## config.mk

```make
export PLATFORM = sky130hd
export DESIGN_NAME = pcm_capture_ctrl
export DESIGN_NICKNAME = d
export VERILOG_FILES = /design/src/rtl/pcm_capture_pkg.sv /design/src/rtl/pcm_hold_reg.sv /design/src/rtl/pcm_capture_ctrl.sv
export SDC_FILE = /design/constraint.sdc
export NUM_CORES = 1
export LEC_CHECK = 0
export ABC_CLOCK_PERIOD_IN_PS = 3150
export CORE_ASPECT_RATIO = 0.7
export CORE_MARGIN = 2
export CORE_UTILIZATION = 25
export CTS_CLUSTER_DIAMETER = 200
export CTS_CLUSTER_SIZE = 25
export DETAILED_ROUTE_END_ITERATION = 12
export DONT_BUFFER_PORTS = 1
export PLACE_DENSITY = 0.46
export SETUP_SLACK_MARGIN = 0.05
export SLEW_MARGIN = 30
export SYNTH_ARGS = -nofsm -noshare
export SYNTH_HDL_FRONTEND = slang
export SYNTH_SLANG_ARGS = --single-unit
```

## constraint.sdc

```tcl
create_clock -name i_clk -period 3.15 [get_ports i_clk]
set_clock_uncertainty 0.05 [all_clocks]
set_input_delay 0.315 -clock i_clk [delete_from_list [all_inputs] [get_ports i_clk]]
set_output_delay 0.315 -clock i_clk [all_outputs]
set_load 0.03 [all_outputs]
```

## src/rtl/pcm_capture_pkg.sv

```systemverilog
// pcm_capture_pkg: shared types and constants for the PDM-to-PCM capture sequencer.
package pcm_capture_pkg;
  typedef enum logic [1:0] {
    ST_IDLE,
    ST_WARMUP,
    ST_CAPTURE,
    ST_DRAIN
  } state_e;
  localparam int PCM_WIDTH_DEF = 16;
  localparam int DROP_CNT_W = 16;
endpackage

```

## src/rtl/pcm_hold_reg.sv

```systemverilog
// pcm_hold_reg: one-entry valid/ready output register carrying PCM data plus frame flags;
// a load that arrives while full and not draining is refused and flagged on o_ovf.
module pcm_hold_reg #(
  parameter int W = 16
) (
  input  logic         i_clk,
  input  logic         i_rst_n,
  input  logic         i_load,
  input  logic [W-1:0] i_data,
  input  logic         i_first,
  input  logic         i_last,
  input  logic         i_ready,
  output logic         o_valid,
  output logic [W-1:0] o_data,
  output logic         o_first,
  output logic         o_last,
  output logic         o_ovf
);
  logic         valid_q, valid_d, first_q, first_d, last_q, last_d, accept;
  logic [W-1:0] data_q, data_d;
  always_comb begin
    accept  = i_load && (!valid_q || i_ready);
    o_ovf   = i_load && valid_q && !i_ready;
    valid_d = accept ? 1'b1 : valid_q && !i_ready;
    data_d  = accept ? i_data : data_q;
    first_d = accept ? i_first : first_q;
    last_d  = accept ? i_last : last_q;
  end
  always_ff @(posedge i_clk or negedge i_rst_n) begin
    if (!i_rst_n) begin
      valid_q <= 1'b0;
      data_q  <= '0;
      first_q <= 1'b0;
      last_q  <= 1'b0;
    end else begin
      valid_q <= valid_d;
      data_q  <= data_d;
      first_q <= first_d;
      last_q  <= last_d;
    end
  end
  assign o_valid = valid_q;
  assign o_data  = data_q;
  assign o_first = first_q;
  assign o_last  = last_q;
endmodule

```

## src/rtl/pcm_capture_ctrl.sv

```systemverilog
// pcm_capture_ctrl: CIC reset/enable sequencing, warm-up discard and framed PCM streaming.
// Define PCM_CAPTURE_DROP_CNT_EN to build the saturating dropped-sample counter.
module pcm_capture_ctrl
  import pcm_capture_pkg::*;
#(
  parameter int PCM_WIDTH      = PCM_WIDTH_DEF,
  parameter int FRAME_LEN      = 256,
  parameter int WARMUP_SAMPLES = 8,
  parameter int MAX_FRAMES     = 0
) (
  input  logic                  i_clk,
  input  logic                  i_rst_n,
  input  logic                  i_start,
  input  logic                  i_stop,
  output logic                  o_cic_rst_n,
  output logic                  o_cic_enable,
  input  logic                  i_cic_ce,
  input  logic [PCM_WIDTH-1:0]  i_cic_pcm,
  output logic                  o_pcm_valid,
  input  logic                  i_pcm_ready,
  output logic [PCM_WIDTH-1:0]  o_pcm_data,
  output logic                  o_pcm_first,
  output logic                  o_pcm_last,
  output logic                  o_busy,
  output logic                  o_done,
  output logic                  o_ovf,
  output logic [DROP_CNT_W-1:0] o_drop_cnt
);
  localparam int IW = $clog2(FRAME_LEN);
  localparam int WW = (WARMUP_SAMPLES > 1) ? $clog2(WARMUP_SAMPLES) : 1;
  localparam int FW = 16;

  state_e        state_q, state_d;
  logic [IW-1:0] idx_q, idx_d;
  logic [FW-1:0] frame_q, frame_d;
  logic [WW-1:0] warm_q, warm_d;
  logic          stop_q, stop_d, ovf_q, done_q, cic_rst_n_q, cic_en_q, busy_q;
  logic          load, idx_last, frame_end, start_acc, hold_ovf;

  assign start_acc = (state_q == ST_IDLE) && i_start;
  assign idx_last  = idx_q == IW'(FRAME_LEN - 1);
  assign frame_end = (MAX_FRAMES != 0) && (frame_q == FW'(MAX_FRAMES - 1));

  always_comb begin
    state_d = state_q;
    idx_d   = idx_q;
    frame_d = frame_q;
    warm_d  = warm_q;
    stop_d  = stop_q;
    load    = 1'b0;
    case (state_q)
      ST_IDLE:
        if (i_start) begin
          idx_d   = '0;
          frame_d = '0;
          warm_d  = '0;
          stop_d  = 1'b0;
          state_d = (WARMUP_SAMPLES == 0) ? ST_CAPTURE : ST_WARMUP;
        end
      ST_WARMUP:
        if (i_stop) state_d = ST_IDLE;
        else if (i_cic_ce) begin
          warm_d = warm_q + 1'b1;
          if (warm_q == WW'(WARMUP_SAMPLES - 1)) state_d = ST_CAPTURE;
        end
      ST_CAPTURE:
        // a stop between frames drains at once; mid-frame it waits for the frame's last strobe
        if (i_stop && idx_q == '0) state_d = ST_DRAIN;
        else begin
          stop_d = stop_q | i_stop;
          if (i_cic_ce) begin
            load  = 1'b1;
            idx_d = idx_last ? '0 : idx_q + 1'b1;
            if (idx_last) begin
              frame_d = frame_q + 1'b1;
              if (stop_d || frame_end) state_d = ST_DRAIN;
            end
          end
        end
      ST_DRAIN:
        if (!o_pcm_valid) state_d = ST_IDLE;
      default: state_d = ST_IDLE;
    endcase
  end

  always_ff @(posedge i_clk or negedge i_rst_n) begin
    if (!i_rst_n) begin
      state_q     <= ST_IDLE;
      idx_q       <= '0;
      frame_q     <= '0;
      warm_q      <= '0;
      stop_q      <= 1'b0;
      ovf_q       <= 1'b0;
      done_q      <= 1'b0;
      cic_rst_n_q <= 1'b0;
      cic_en_q    <= 1'b0;
      busy_q      <= 1'b0;
    end else begin
      state_q     <= state_d;
      idx_q       <= idx_d;
      frame_q     <= frame_d;
      warm_q      <= warm_d;
      stop_q      <= stop_d;
      ovf_q       <= start_acc ? 1'b0 : ovf_q | hold_ovf;
      done_q      <= (state_q == ST_DRAIN) && (state_d == ST_IDLE);
      cic_rst_n_q <= state_d != ST_IDLE;
      cic_en_q    <= (state_d == ST_WARMUP) || (state_d == ST_CAPTURE);
      busy_q      <= state_d != ST_IDLE;
    end
  end

  pcm_hold_reg #(.W(PCM_WIDTH)) u_hold (
    .i_clk   (i_clk),
    .i_rst_n (i_rst_n),
    .i_load  (load),
    .i_data  (i_cic_pcm),
    .i_first (idx_q == '0),
    .i_last  (idx_last),
    .i_ready (i_pcm_ready),
    .o_valid (o_pcm_valid),
    .o_data  (o_pcm_data),
    .o_first (o_pcm_first),
    .o_last  (o_pcm_last),
    .o_ovf   (hold_ovf)
  );

`ifdef PCM_CAPTURE_DROP_CNT_EN
  logic [DROP_CNT_W-1:0] drop_q;
  always_ff @(posedge i_clk or negedge i_rst_n) begin
    if (!i_rst_n) drop_q <= '0;
    else if (start_acc) drop_q <= '0;
    else if (hold_ovf && drop_q != '1) drop_q <= drop_q + 1'b1;
  end
  assign o_drop_cnt = drop_q;
`else
  assign o_drop_cnt = '0;
`endif

  assign o_cic_rst_n  = cic_rst_n_q;
  assign o_cic_enable = cic_en_q;
  assign o_busy       = busy_q;
  assign o_done       = done_q;
  assign o_ovf        = ovf_q;
endmodule

```

==> parameters.txt <==
Parameter                              Value

Outcome
  Result of the run ... finished clean

Routing
  Routed wire length per instance ... between 10 and 15 um
  Vias per cell ... 4.48
  Detailed router's first-iteration violation count ... 79
  Post-detailed-route count of antenna-violating nets ... 0
  Initial DRT Pass Iterations ... 4
  DRC violation count after routing ... 0
  Via count of the routed design ... about 1200
  Routed wire length ... around 3900 um

STA
  Final count of hold timing violations ... 0
  Post-layout minimum cycle time ... 2.51 ns
  Worst path setup slack after routing ... approximately 0.64 ns
  RSZ-0062 raised after global routing ... false
  Final setup violation count ... 0
  Max-slew violation count ... 0
  Tightest Pin Transition ... about 0.57 ns
  Peak clock frequency supported by timing ... 399 MHz
  Tcrit/Tclk final ... 0.795
  Setup_tns ... 0 ns
  Slew margin rel. ... 0.616

Clock tree
  CTS tree ... done
  Number of post-CTS setup repair buffers ... 0
  Clock buffer count from CTS ... 5
  Clock sink count ... 37
  Max Root-Sink Buffers ... 2
  Root buffer selected by CTS ... clkbuf_8
  Clock transition at path regs ... roughly 0.080 ns
  Clk Latency, worst-skew pair ... 0.30 ns
  Total number of H-tree levels ... 2

Setup path
  Maximum fanout count along the critical path ... 4
  CP dominant cell by count ... ha_1
  Cells along the critical path ... inv_1 > ha_1 > or4b_1 > nor4_1 > a221oi_1 > o21a_1 > ha_1 > and3_1
  Startpoint Class ... flop
  Crit path buf inv count ... 1
  Type of the setup path with the least slack ... flop to flop
  Endpoint class of the critical path ... flop
  Endpoint required time on the critical path ... 3.28 ns
  Cell at the slowest stage of the critical path ... or4b_1
  Arrival time of the worst setup path ... ~2.6 ns
  Crit path largest cell delay ... ~0.51 ns
  Kind of cell adding the most delay to the critical path ... simple AND/OR/NAND/NOR gates

GRT
  Global-route wire length before repair ... between 6000 and 7000 um
  Via count of the first global-routing pass ... approximately 1200
  Total track usage ... 0.0965
  Maximum number of pins on one net before global-route repair ... 38
  Remaining Overflow, GRT ... 0
  Number of antenna violations at the first check in global routing ... 0

Placed design
  Detailed Place HPWL ... roughly 2700 um
  Worst slack after detailed placement ... ~0.67 ns
  Placed cell areas ... about 2000 um2
  Count of buffers from port buffering ... 0
  Routability congestion estimate from global placement ... 0.749

Pwr
  Leakage power summed over all cells ... 1.03 nW
  Power density over the cells ... ~580 nW/um2
  Highest ir drop seen on vdd ... 0.206 mV

Synthesis
  Cell types occupying the most area after synthesis ... dfrtp_1, mux2_4, buf_4, mux2_2, ha_1
  Synthesized instance count ... 173
  Proportion of synthesized chip area in sequential cells ... 0.472
  Post-synthesis cell type with the largest combined area ... dfrtp_1
  Async set or reset register ratio after synthesis ... 1.00
  Mean instance size in the synthesized netlist ... approximately 11 um2
  Syn. warnings ... 0
  Top flip-flop cell by instance count after synthesis ... dfrtp_1
  Unique cell type count in the Yosys netlist ... 43
  Area share of the leading cell type in the synthesized netlist ... 0.472
  Number of enable-type register cells in the synthesized netlist ... 0
  Cell area after technology mapping ... ~2000 um2
  Synthesized flop and latch total ... 37

Hold path
  Path class of the lowest-slack min-delay path ... input port to flop

Finish
  Fill cell total of the finished layout ... around 760
  Final Instance Area ... 2120 um2
  Most frequent cells in the layout ... dfrtp_1, conb_1, nand2_1
  Fraction of the core area covered by cells at the end of the flow ... 0.284
  Number of nets in the layout ... between 200 and 250
  Most common library cell in the layout ignoring fill and taps ... dfrtp_1
  Area overhead of the layout relative to synthesis ... 8.04%
  Count of inserted antenna diode cells ... 0
  Fraction of layout instances using a drive strength above 1 ... 0.192

Floorplanning
  Overall die area ... around 8600 um2
  Area of the core ... around 7400 um2
  Floorplan die width ... around 110 um
  Die Y-Extent ... 78.1 um
  Starting density of the core ... 0.263
  Row count ... 26
  Top-level port count ... between 60 and 70

Run
  Max capacitance violation total ... 0
report_power, final:
group | total [mW] | internal [mW] | switching (mW) | leakage [nW]
logic | 0.171 | 0.0782 | 0.0926 | 0.476
registers | 0.643 | 0.526 | 0.117 | 0.498
clock network | 0.415 | 0.238 | 0.177 | 0.0554
total | 1.23 | 0.842 | 0.387 | 1.03
per-stage QoR:
step	hold WS, ns	power [mW]	instances
CTS	0.0701	1.25	275
detailed placement	-0.0298	0.810	265
finish	0.0801	1.23	275
global route	0.0857	1.30	275
global placement	-0.0298	0.809	265
floorplan	-0.0306	0.800	188
Yosys cell counts, types with 4 or more instances:
cell type	n
nand3_1	5
buf_4	17
ha_1	5
dfrtp_1	37
a21oi_1	4
nand2_1	11
inv_1	9
mux2_4	10
and3_1	5
nor2_1	10
o21ai_0	7
mux2_2	8
timing repair:
item	CTS	global route
endpoints found under the setup margin	0	0
gates resized for setup	0	0
endpoints found under the hold margin	37	0
hold buffers	2	0
cells by family after synthesis:
| kind of cell | Yosys count | synth area share |
|---|---|---|
| other | 1 | 0.00191 |
| buffers and inverters | 31 | 0.104 |
| adders and majority gates | 5 | 0.0319 |
| AOI/OAI and AO/OA | 35 | 0.133 |
| and+or+nand+nor | 43 | 0.119 |
| muxes | 21 | 0.138 |
| DFF | 37 | 0.472 |
state kept, by name (all words and copies together) (netlist names):
| signal | flops |
|---|---|
| idx_q | 8 |
| o_busy | 1 |
| o_cic_enable | 1 |
| o_done | 1 |
| o_ovf | 1 |
| state_q | 2 |
| stop_q | 1 |
| u_hold.o_data | 16 |
| u_hold.o_first | 1 |
| u_hold.o_last | 1 |
| u_hold.o_valid | 1 |
| warm_q | 3 |
worst reg2reg max path, stage by stage (launching register included):
cell and delay [ns]:
dfrtp_1 0.42, inv_1 0.10, ha_1 0.15, or4b_1 0.51, nor4_1 0.41, a221oi_1 0.17
o21a_1 0.21, ha_1 0.20, and3_1 0.17
layout make-up:
cell class | count | area (um2) | share of cell area
tap | 98 | 123 | 0.0579
multi-input combinational | 120 | 887 | 0.419
sequential | 37 | 926 | 0.437
clock buffer | 6 | 72.6 | 0.0343
timing repair buffer | 3 | 37.5 | 0.0177
inverter | 9 | 33.8 | 0.0159
clock inverter | 2 | 38.8 | 0.0183
routing by layer:
layer / vias to the layer above / wire (um) / GRT usage
met5: - / 0 / 0
met4: 0 / 51 / 0.0342
met3: 7 / 255 / 0.0382
met2: 35 / 1530 / 0.120
met1: 600 / 2010 / 0.146
li1: 589 / - / -
final timing paths:
kind                                from              to  slack, ns  depth (start not counted)
worst max-delay path            idx_q[0]          o_done       0.64                          8
max in group asynchronous        i_rst_n        idx_q[4]       2.41                          2
worst min register to register    stop_q          stop_q       0.45                          1
worst max register to register  idx_q[0]          o_done       0.64                          8
min in group asynchronous        i_rst_n      state_q[1]       0.44                          2
worst min-delay path            i_cic_ce  u_hold.o_valid       0.08                          2
No activity file was read; power rests on OpenSTA's default activity.
